<file path="config.mk">
export PLATFORM = sky130hd
export DESIGN_NAME = line_buf_video_out
export DESIGN_NICKNAME = d
export VERILOG_FILES = /design/src/rtl/line_buf_pkg.sv /design/src/rtl/video_timing_cnt.sv /design/src/rtl/line_buf_video_out.sv
export SDC_FILE = /design/constraint.sdc
export NUM_CORES = 1
export LEC_CHECK = 0
export ABC_AREA = 1
export CORE_ASPECT_RATIO = 1.75
export CORE_MARGIN = 3
export CORE_UTILIZATION = 25
export CTS_BUF_LIST = sky130_fd_sc_hd__clkbuf_4
export CTS_CLUSTER_DIAMETER = 30
export DETAILED_ROUTE_END_ITERATION = 16
export PLACE_DENSITY = 0.43
export SLEW_MARGIN = 10
export SYNTH_ARGS = -nofsm -noshare
export SYNTH_HDL_FRONTEND = slang
export SYNTH_SLANG_ARGS = --single-unit
</file>
<file path="constraint.sdc">
create_clock -name rd_clk -period 2 [get_ports rd_clk]
set_input_delay 0.2 -clock rd_clk [delete_from_list [all_inputs] [get_ports rd_clk]]
set_output_delay 0.2 -clock rd_clk [all_outputs]
set_load 0.02 [all_outputs]
</file>
<file path="src/rtl/line_buf_pkg.sv">
// rtl/line_buf_pkg.sv - shared state encoding and raster sizing helpers for the line-buffer video output
package line_buf_pkg;

    typedef enum logic [1:0] {
        WAIT_FILL = 2'd0,
        RUN       = 2'd1,
        STOP      = 2'd2
    } state_e;

    function automatic int calc_total(input int active, input int fp, input int sync, input int bp);
        return active + fp + sync + bp;
    endfunction

    // A one-count raster still needs a 1-bit counter.
    function automatic int calc_cnt_w(input int total);
        return (total <= 2) ? 1 : $clog2(total);
    endfunction

endpackage

</file>
<file path="src/rtl/video_timing_cnt.sv">
// rtl/video_timing_cnt.sv - horizontal/vertical raster counters with active and sync decode
module video_timing_cnt
    import line_buf_pkg::*;
#(
    parameter int H_ACTIVE = 640,
    parameter int H_FP     = 16,
    parameter int H_SYNC   = 96,
    parameter int H_BP     = 48,
    parameter int V_ACTIVE = 480,
    parameter int V_FP     = 10,
    parameter int V_SYNC   = 2,
    parameter int V_BP     = 33
) (
    input  logic i_clk,
    input  logic i_rst,
    input  logic i_run,
    output logic o_act,
    output logic o_hs_pre,
    output logic o_vs_pre,
    output logic o_sof,
    output logic o_eof
);

    localparam int H_TOTAL = calc_total(H_ACTIVE, H_FP, H_SYNC, H_BP);
    localparam int V_TOTAL = calc_total(V_ACTIVE, V_FP, V_SYNC, V_BP);
    localparam int HW      = calc_cnt_w(H_TOTAL);
    localparam int VW      = calc_cnt_w(V_TOTAL);

    logic [HW-1:0] r_h_cnt;
    logic [VW-1:0] r_v_cnt;
    logic          w_h_last;
    logic          w_v_last;
    int            w_h_pos;
    int            w_v_pos;

    assign w_h_last = (r_h_cnt == HW'(H_TOTAL - 1));
    assign w_v_last = (r_v_cnt == VW'(V_TOTAL - 1));

    // Counters sit at the origin whenever the raster is parked.
    always_ff @(posedge i_clk) begin
        if (i_rst || !i_run) begin
            r_h_cnt <= '0;
            r_v_cnt <= '0;
        end else if (w_h_last) begin
            r_h_cnt <= '0;
            r_v_cnt <= w_v_last ? '0 : r_v_cnt + 1'b1;
        end else begin
            r_h_cnt <= r_h_cnt + 1'b1;
        end
    end

    // Compare in int so sync windows ending exactly at 2**HW do not truncate.
    assign w_h_pos  = int'(r_h_cnt);
    assign w_v_pos  = int'(r_v_cnt);
    assign o_act    = i_run && (w_h_pos < H_ACTIVE) && (w_v_pos < V_ACTIVE);
    assign o_hs_pre = (w_h_pos >= H_ACTIVE + H_FP) && (w_h_pos < H_ACTIVE + H_FP + H_SYNC);
    assign o_vs_pre = (w_v_pos >= V_ACTIVE + V_FP) && (w_v_pos < V_ACTIVE + V_FP + V_SYNC);
    assign o_sof    = (r_h_cnt == '0) && (r_v_cnt == '0);
    assign o_eof    = w_h_last && w_v_last;

endmodule

</file>
<file path="src/rtl/line_buf_video_out.sv">
// rtl/line_buf_video_out.sv - raster generator draining the line-buffer FIFO into a video pixel stream
module line_buf_video_out
    import line_buf_pkg::*;
#(
    parameter int                DATA_W   = 8,
    parameter int                H_ACTIVE = 640,
    parameter int                H_FP     = 16,
    parameter int                H_SYNC   = 96,
    parameter int                H_BP     = 48,
    parameter int                V_ACTIVE = 480,
    parameter int                V_FP     = 10,
    parameter int                V_SYNC   = 2,
    parameter int                V_BP     = 33,
    parameter bit                SYNC_POL = 1'b0,
    parameter logic [DATA_W-1:0] FILL_VAL = '0
) (
    input  logic              rd_clk,
    input  logic              rd_rst,
    input  logic              en,
    output logic              fifo_rd_en,
    input  logic [DATA_W-1:0] fifo_rd_data,
    input  logic              fifo_empty,
    input  logic              fifo_almost_empty,
    output logic              vid_hs,
    output logic              vid_vs,
    output logic              vid_de,
    output logic [DATA_W-1:0] vid_data,
    output logic              frame_start,
    output logic              underflow,
    output logic [15:0]       underflow_cnt
);

    state_e      r_state;
    logic        w_run;
    logic        w_act;
    logic        w_hs_pre;
    logic        w_vs_pre;
    logic        w_sof;
    logic        w_eof;
    logic        r_de;
    logic        r_hs;
    logic        r_vs;
    logic        r_fs;
    logic        r_read_d;
    logic        r_underflow;
    logic [15:0] r_underflow_cnt;

    assign w_run = (r_state != WAIT_FILL);

    video_timing_cnt #(
        .H_ACTIVE (H_ACTIVE),
        .H_FP     (H_FP),
        .H_SYNC   (H_SYNC),
        .H_BP     (H_BP),
        .V_ACTIVE (V_ACTIVE),
        .V_FP     (V_FP),
        .V_SYNC   (V_SYNC),
        .V_BP     (V_BP)
    ) u_timing (
        .i_clk    (rd_clk),
        .i_rst    (rd_rst),
        .i_run    (w_run),
        .o_act    (w_act),
        .o_hs_pre (w_hs_pre),
        .o_vs_pre (w_vs_pre),
        .o_sof    (w_sof),
        .o_eof    (w_eof)
    );

    // Once running, a frame is always finished before re-priming.
    always_ff @(posedge rd_clk) begin
        if (rd_rst) begin
            r_state <= WAIT_FILL;
        end else begin
            case (r_state)
                WAIT_FILL: if (en && !fifo_almost_empty) r_state <= RUN;
                RUN:       if (!en) r_state <= STOP;
                STOP:      if (w_eof) r_state <= WAIT_FILL;
                default:   r_state <= WAIT_FILL;
            endcase
        end
    end

    assign fifo_rd_en = w_act && !fifo_empty;

    // One register stage lines the raster up with the FIFO read latency.
    always_ff @(posedge rd_clk) begin
        if (rd_rst) begin
            r_de            <= 1'b0;
            r_hs            <= ~SYNC_POL;
            r_vs            <= ~SYNC_POL;
            r_fs            <= 1'b0;
            r_read_d        <= 1'b0;
            r_underflow     <= 1'b0;
            r_underflow_cnt <= '0;
        end else begin
            r_de     <= w_act;
            r_hs     <= w_hs_pre ^ ~SYNC_POL;
            r_vs     <= w_vs_pre ^ ~SYNC_POL;
            r_fs     <= w_act && w_sof;
            r_read_d <= fifo_rd_en;
            if (w_act && fifo_empty) begin
                r_underflow <= 1'b1;
                if (r_underflow_cnt != 16'hFFFF) begin
                    r_underflow_cnt <= r_underflow_cnt + 16'd1;
                end
            end
        end
    end

    assign vid_de        = r_de;
    assign vid_hs        = r_hs;
    assign vid_vs        = r_vs;
    assign frame_start   = r_fs;
    assign underflow     = r_underflow;
    assign underflow_cnt = r_underflow_cnt;
    assign vid_data      = r_read_d ? fifo_rd_data : (r_de ? FILL_VAL : '0);

endmodule

</file>
==> results of run 1 <==
logic make-up (layout without fill, tap and decap cells):
kind of cell    after synthesis  after routing  synth area share (%)
xor+xnor                      9              9                  3.08
fa+ha+maj                     5              5                  2.45
flops                        44             44                  34.4
simple gates                202            202                  37.2
other cells                   0              1                     0
buf+inv                      62            117                  10.2
compound gates               52             52                  12.6
stage by stage:
step                hold slack [ns]  setup slack, ns  util, %
global route                  0.377           0.0344     32.5
CTS                           0.387           0.0953     32.5
detailed placement            0.453            0.181     31.9
global placement              0.438            0.166     31.9
floorplan                     0.272            0.313        -
finish                        0.394            0.170     32.5
routing by layer:
metal	routed length (um)	vias to the layer above	GRT usage, %	share of wire (%)
met5	0	-	0	0
met3	227	17	2.46	3.1
li1	-	1288	-	-
met2	4260	48	27.5	58
met4	271	0	6.74	3.7
met1	2620	1171	12.5	36
flip-flops by register name, indices dropped and copies added, names as in the netlist:
signal,flops
frame_start,1
r_read_d,1
r_state,2
u_timing.r_h_cnt,10
u_timing.r_v_cnt,10
underflow,1
underflow_cnt,16
vid_de,1
vid_hs,1
vid_vs,1
final cells by class:
cell class              count  area (um^2)
diodes                      1         2.50
clock buffers               5         37.5
clock inverters             3         13.8
fillers                  1095         6690
inverters                  56          210
multi-input cells         268         1420
flip-flops and latches     44          883
well taps                 125          156
repair buffers             53          502
what timing repair did:
action / 4_1_cts / 5_1_grt
resized for setup: 2 / 1
pin swaps: 0 / 0
endpoints found under the setup margin: 1 / 1
worst min-delay path by stage:
stage	end	startpoint	slack [ns]	cells after the start
2_1_floorplan	r_read_d	fifo_empty	0.27	1
3_3_place_gp	underflow	underflow	0.44	2
3_5_place_dp	underflow	underflow	0.45	2
4_1_cts	r_state[0]	en	0.39	3
5_1_grt	r_state[0]	fifo_almost_empty	0.38	2
6_report	r_state[0]	en	0.39	3
worst max-delay path: stages, from the launching register on:
cell	delay [ns]
sky130_fd_sc_hd__dfxtp_1	0.41
sky130_fd_sc_hd__nand2_1	0.09
sky130_fd_sc_hd__nor2_1	0.15
sky130_fd_sc_hd__nand2_1	0.13
sky130_fd_sc_hd__nand2_1	0.11
sky130_fd_sc_hd__nor2_1	0.05
sky130_fd_sc_hd__dlygate4sd2_1	0.32
where the power goes:
group          internal (uW)  switching [uW]
registers                886            10.2
logic                   53.4            71.4
clock network            130             317
total                   1070             399
synthesized netlist by cell type (all sizes together) (2+ instances only):
| master | number |
|---|---|
| ha | 5 |
| nor2 | 62 |
| dfxtp | 44 |
| nand4 | 9 |
| nor3b | 2 |
| xor2 | 7 |
| nor3 | 6 |
| xnor2 | 2 |
| o21ai | 25 |
| inv | 56 |
| clkbuf | 2 |
| buf | 4 |
| nand3 | 20 |
| nor4 | 3 |
| nand2 | 99 |
| a21oi | 23 |
==> run_results.csv, run 1 <==
group,metric,value,unit
routing,post_dr_vias_cell,4.55,
routing,routed_wl,7380,um
power_and_ir_drop,ir_drop,0.240,mV
synth,synth_top_cell_by_area,"sky130_fd_sc_hd__dfxtp_1",
routing,drt-pass1-iter-count,5,
timing,slew_headroom,62.5,%
floorplanning,die_h,140,um
synth,postSynthNetCount,392,
finish,num-nets-final,446,
power_and_ir_drop,power.density,456,nW/um^2
cts,tritoncts,"yes",
job,cap_violations,0,
place,place.port_buffers,42,
routing,drc,0,
power_and_ir_drop,post-layout-total-power,1470,uW
synth,synth-seq-cells,44,
cts,cts_post_setup_buffers_inserted,0,
cts,clockRootBuffer,"sky130_fd_sc_hd__clkbuf_4",
place,finalWeightedCongestion,0.788,
critical_path,worstReg2RegStart,"underflow_cnt[0]",
routing,initialDrtViolationCount,90,
finish,finish.instance_area,3220,um^2
cts,tritoncts_num_sinks,44,
critical_path,critPathCaptureType,"output pin",
floorplanning,floorplan.die.width,82.5,um
routing,vias,2524,
routing,ant_nets,0,
timing,final.setup_skew,0.00845,ns
floorplanning,die_area,11500,um^2
power_and_ir_drop,cellLeakagePower,0.00126,uW
critical_path,cp-startpoint,"u_timing.r_v_cnt[7]",
worst_hold_path,type_of_the_worst_min_delay_path,"in -> reg",
floorplanning,core_region_area,9910,um^2
finish,post_route_cells_drive_above_1_share,14.2,%
critical_path,path_depth_of_the_worst_reg2reg_path,9,
timing,max_clock_freq,547,MHz
synth,syn-instance-count,374,
synth,ys_seq_area_share,34.4,%
timing,layout_min_cycle_time,1.83,ns
synth,syn_area_per_cell,6.84,um^2
place,dp_cells,546,
timing,setup-violations-final,0,
critical_path,type_of_the_worst_setup_path,"reg -> out",
synth,synth_top_cells_by_area,"sky130_fd_sc_hd__dfxtp_1, sky130_fd_sc_hd__nand2_1, sky130_fd_sc_hd__nor2_1, sky130_fd_sc_hd__inv_1, sky130_fd_sc_hd__nand2_2",
floorplanning,num_rows,48,
global_route,grt_pass1_wl,12300,um
synth,synth_async_sr_flop_share,0,%
synth,synthesis.area,2560,um^2
cts,h-tree-depth,2,
global_route,antenna_found_initial,1,
timing,finalSetupTns,0,ns
critical_path,critical_path_peak_fanout,4,
finish,most_frequent_standard_cell_in_the_layout_excluding_fill_and_tap_cells,"sky130_fd_sc_hd__nand2_1",
timing,timing_worst_slew_pin_value,0.562,ns
synth,synth-edff-count,0,
synth,ys_dominant_reg_cell,"sky130_fd_sc_hd__dfxtp_1",
cts,tritoncts.num_buffers,5,
cts,clkSlewWorstSetupHoldPaths,0.13,ns
floorplanning,design.portCount,43,
synth,synth.top_cell.area_share,34.4,%
timing,max_slew_vio_count,0,
critical_path,critical_path.endpoint,"fifo_rd_en",
critical_path,reg2reg_slack,0.18,ns
floorplanning,floorplan.initialDensity,25.8,%
global_route,vias_in_the_first_global_route,2570,
finish,instances_no_fill,555,
place,dp_hpwl,5840,um
synth,yosysUniqueCellTypes,35,
cts,cts_hold_buf,0,
place,placed_area,3170,um^2
finish,commonest_cells_after_routing_fill_and_taps_aside,"sky130_fd_sc_hd__nand2_1, sky130_fd_sc_hd__nor2_1, sky130_fd_sc_hd__inv_1, sky130_fd_sc_hd__dfxtp_1, sky130_fd_sc_hd__clkdlybuf4s50_1",
critical_path,critical_path.reg2reg.endpoint,"underflow_cnt[0]",
critical_path,cp_data_required_time,1.80,ns
timing,number_of_failing_hold_endpoints_at_the_final_stage,0,
critical_path,startpoint_type,"register",
routing,wl_per_cell,13.3,um
run_status,outcome,"finished, final reports clean",
cts,clk_latency,0.38,ns
global_route,global_route_usage_over_all_layers,13.9,%
global_route,grt_overflow,0,
critical_path,arrival_time_at_the_worst_endpoint,1.63,ns
global_route,grt_max_degree,20,
finish,areaGrowthSynthToFinish,25.9,%
synth,yosys_warnings,0,
timing,grt_setup_unrepaired,"false",
cts,clockBufferDepth,2,
timing,period_share,91.5,%
Note: power is estimated with default switching activity, not from simulation.
==> run 2, diff against run 1 <==
Settings changed: CORE_UTILIZATION 25 to 45, CTS_CLUSTER_DIAMETER 30 to 120, PLACE_DENSITY 0.43 to 0.69, SYNTH_HIERARCHICAL set to 1.
==> run_results.csv, run 2 <==
group,metric,value,unit
cts,cts_post_setup_buffers_inserted,0,
routing,drt-pass1-iter-count,4,
timing,setup-violations-final,0,
floorplanning,die_h,102,um
routing,vias,2336,
synth,synth_top_cells_by_area,"sky130_fd_sc_hd__dfxtp_1, sky130_fd_sc_hd__nand2_1, sky130_fd_sc_hd__nor2_1, sky130_fd_sc_hd__inv_1, sky130_fd_sc_hd__nand3_1",
power_and_ir_drop,total_internal_power,1200,uW
critical_path,max_stage_delay,0.37,ns
finish,areaGrowthSynthToFinish,24.9,%
routing,initialDrtViolationCount,111,
cts,clockBufferDepth,2,
global_route,grt_overflow,0,
critical_path,cpMostUsedCell,"sky130_fd_sc_hd__nand4_1",
synth,yosys_warnings,6,
global_route,vias_in_the_first_global_route,2130,
synth,syn_area_per_cell,6.56,um^2
timing,max_slew_vio_count,0,
critical_path,critical_path_cell_count,6,
timing,grt_setup_unrepaired,"false",
global_route,grtUsageMet2,35.4,%
synth,synthesis.area,2350,um^2
finish,num-nets-final,428,
finish,fillers,500,
critical_path,crit_path_cell_trace,"nand4_1 > nand4_1 > nor2_2 > inv_1 > nor2_1 > clkdlybuf4s15_1",
power_and_ir_drop,cellLeakagePower,0.00119,uW
finish,largest_reg_flops,16,
timing,final.setup_skew,0.00774,ns
critical_path,critical-path-top-delay-family,"simple AND/OR/NAND/NOR gates",
routing,post_dr_vias_cell,5.02,
power_and_ir_drop,power.share.combinational,7.5,%
floorplanning,design.portCount,43,
timing,layout_min_cycle_time,1.86,ns
synth,synth_top_cell_by_area,"sky130_fd_sc_hd__dfxtp_1",
critical_path,critPathCaptureType,"output pin",
global_route,antenna_found_initial,0,
routing,drc,0,
global_route,grt_pass1_wl,8910,um
floorplanning,floorplan.initialDensity,46.9,%
timing,max_clock_freq,537,MHz
synth,synth.top_cell.area_share,37.4,%
synth,yosysUniqueCellTypes,28,
critical_path,worst-path-buf-inv,2,
timing,timing_worst_slew_pin_value,0.383,ns
finish,diodes,0,
floorplanning,floorplan.die.width,60.7,um
floorplanning,num_rows,34,
critical_path,timing.critical_path.slowest_stage_cell,"sky130_fd_sc_hd__dfxtp_1",
place,finalWeightedCongestion,0.948,
finish,post_route_cells_drive_above_1_share,8.03,%
global_route,grt_max_degree,17,
cts,clk_latency,0.36,ns
critical_path,startpoint_type,"register",
finish,commonest_cells_after_routing_fill_and_taps_aside,"sky130_fd_sc_hd__nand2_1, sky130_fd_sc_hd__nor2_1, sky130_fd_sc_hd__inv_1, sky130_fd_sc_hd__dfxtp_1, sky130_fd_sc_hd__clkdlybuf4s50_1",
cts,tritoncts_num_sinks,44,
global_route,global_route_usage_over_all_layers,19.0,%
finish,multiInputGateArea,1220,um^2
cts,cts_hold_buf,0,
power_and_ir_drop,power.share.switching,22.7,%
synth,synth-edff-count,0,
cts,clockRootBuffer,"sky130_fd_sc_hd__clkbuf_4",
global_route,globalRoute.busiestLayer,"met2",
worst_hold_path,holdPathStages,2,
finish,ff_latch_area,881,um^2
synth,synth-seq-cells,44,
power_and_ir_drop,seq_power_share,57.6,%
place,place.port_buffers,42,
job,cap_violations,0,
synth,synth_async_sr_flop_share,0,%
cts,h-tree-depth,2,
critical_path,cp_data_required_time,1.80,ns
cts,tritoncts.num_buffers,5,
power_and_ir_drop,power.density,527,nW/um^2
place,dp_hpwl,4430,um
cts,clkSlewWorstSetupHoldPaths,0.13,ns
critical_path,arrival_time_at_the_worst_endpoint,1.66,ns
global_route,gr-usage-met1,18.6,%
routing,wl_per_cell,11.8,um
cts,tritoncts,"yes",
timing,finalSetupTns,0,ns
routing,routed_wl,5490,um
synth,syn-instance-count,359,
synth,yosys-top-cells-count,"sky130_fd_sc_hd__nand2_1, sky130_fd_sc_hd__nor2_1, sky130_fd_sc_hd__inv_1, sky130_fd_sc_hd__dfxtp_1, sky130_fd_sc_hd__nand3_1",
floorplanning,core_region_area,5020,um^2
worst_hold_path,type_of_the_worst_min_delay_path,"in -> reg",
critical_path,path_depth_of_the_worst_reg2reg_path,10,
run_status,outcome,"finished, final reports clean",
floorplanning,die_area,6170,um^2
critical_path,type_of_the_worst_setup_path,"reg -> out",
timing,period_share,93.1,%
synth,synth.most_common_cell,"sky130_fd_sc_hd__nand2_1",
power_and_ir_drop,post-layout-total-power,1550,uW
timing,number_of_failing_hold_endpoints_at_the_final_stage,0,
power_and_ir_drop,netSwitchingPower,351,uW
synth,ys_seq_area_share,37.4,%
synth,ys_dominant_reg_cell,"sky130_fd_sc_hd__dfxtp_1",
timing,slew_headroom,74.4,%
synth,postSynthNetCount,377,
critical_path,critical_path_peak_fanout,5,
global_route,grt_util_met3,3.19,%
finish,finalCoreUtilization,58.5,%
routing,ant_nets,0,
finish,most_frequent_standard_cell_in_the_layout_excluding_fill_and_tap_cells,"sky130_fd_sc_hd__nand2_1",
power_and_ir_drop,ir_drop,0.437,mV
power_and_ir_drop,clock_network_fraction_of_design_power,34.9,%
## run 2: worst register-to-register path: cells and delay by family (launching register included)
kind	cells	cell delay, ns
flip-flops	1	0.37
AND/OR/NAND/NOR	10	1.30
## run 2: repair_timing
item                                    CTS  global route
gates resized for setup                   2             1
endpoints found under the setup margin    1             1
pin swaps                                 0             0
## run 2: final cells by class
cell class,count,share of cell area (%)
Clock buffer,5,1.28
Clock inverter,3,1.28
Inverter,53,6.77
Multi-Input combinational cell,254,41.5
Sequential cell,44,30.0
Tap cell,54,2.30
Timing Repair Buffer,52,16.9
## run 2: through the flow
stage | worst slack (ns) | std cells | cell area, um^2 | hold slack (ns)
2_1_floorplan | 0.473 | 359 | 2350 | 0.279
3_3_place_gp | 0.204 | 457 | 2860 | 0.462
3_5_place_dp | 0.188 | 457 | 2860 | 0.472
4_1_cts | 0.112 | 465 | 2940 | 0.416
5_1_grt | 0.00486 | 465 | 2940 | 0.454
6_report | 0.137 | 465 | 2940 | 0.427
## run 2: power by group through the flow
stage	Combinational, uW	Clock [uW]	Sequential (uW)
2_1_floorplan	50.4	0	918
3_5_place_dp	117	0	912
3_3_place_gp	116	0	911
6_report	116	540	892
4_1_cts	117	559	892
5_1_grt	128	585	894
## run 2: cell families after synthesis
group                      share of synthesized area (%)
AOI/OAI and AO/OA                                   7.98
xor gates and xnor gates                            1.49
adders and majority gates                           2.66
buffers and inverters                               10.8
DFF                                                 37.4
and+or+nand+nor                                     39.7
## run 2: metal layers
| metal | wire (um) | part of all wire (%) | vias to the layer above |
|---|---|---|---|
| li1 | - | - | 1232 |
| met1 | 2160 | 39 | 1050 |
| met2 | 2980 | 54 | 39 |
| met3 | 149 | 2.7 | 15 |
| met4 | 195 | 3.6 | 0 |
| met5 | 0 | 0 | - |
## run 2: final timing paths
check | start | to | slack (ns)
hold reg to reg | u_timing/r_h_cnt[0] | u_timing/r_h_cnt[0] | 0.50
setup reg to reg | u_timing/r_v_cnt[8] | underflow_cnt[13] | 0.24
hold / removal | rd_rst | r_state[0] | 0.43
setup / recovery | u_timing/r_v_cnt[8] | fifo_rd_en | 0.14
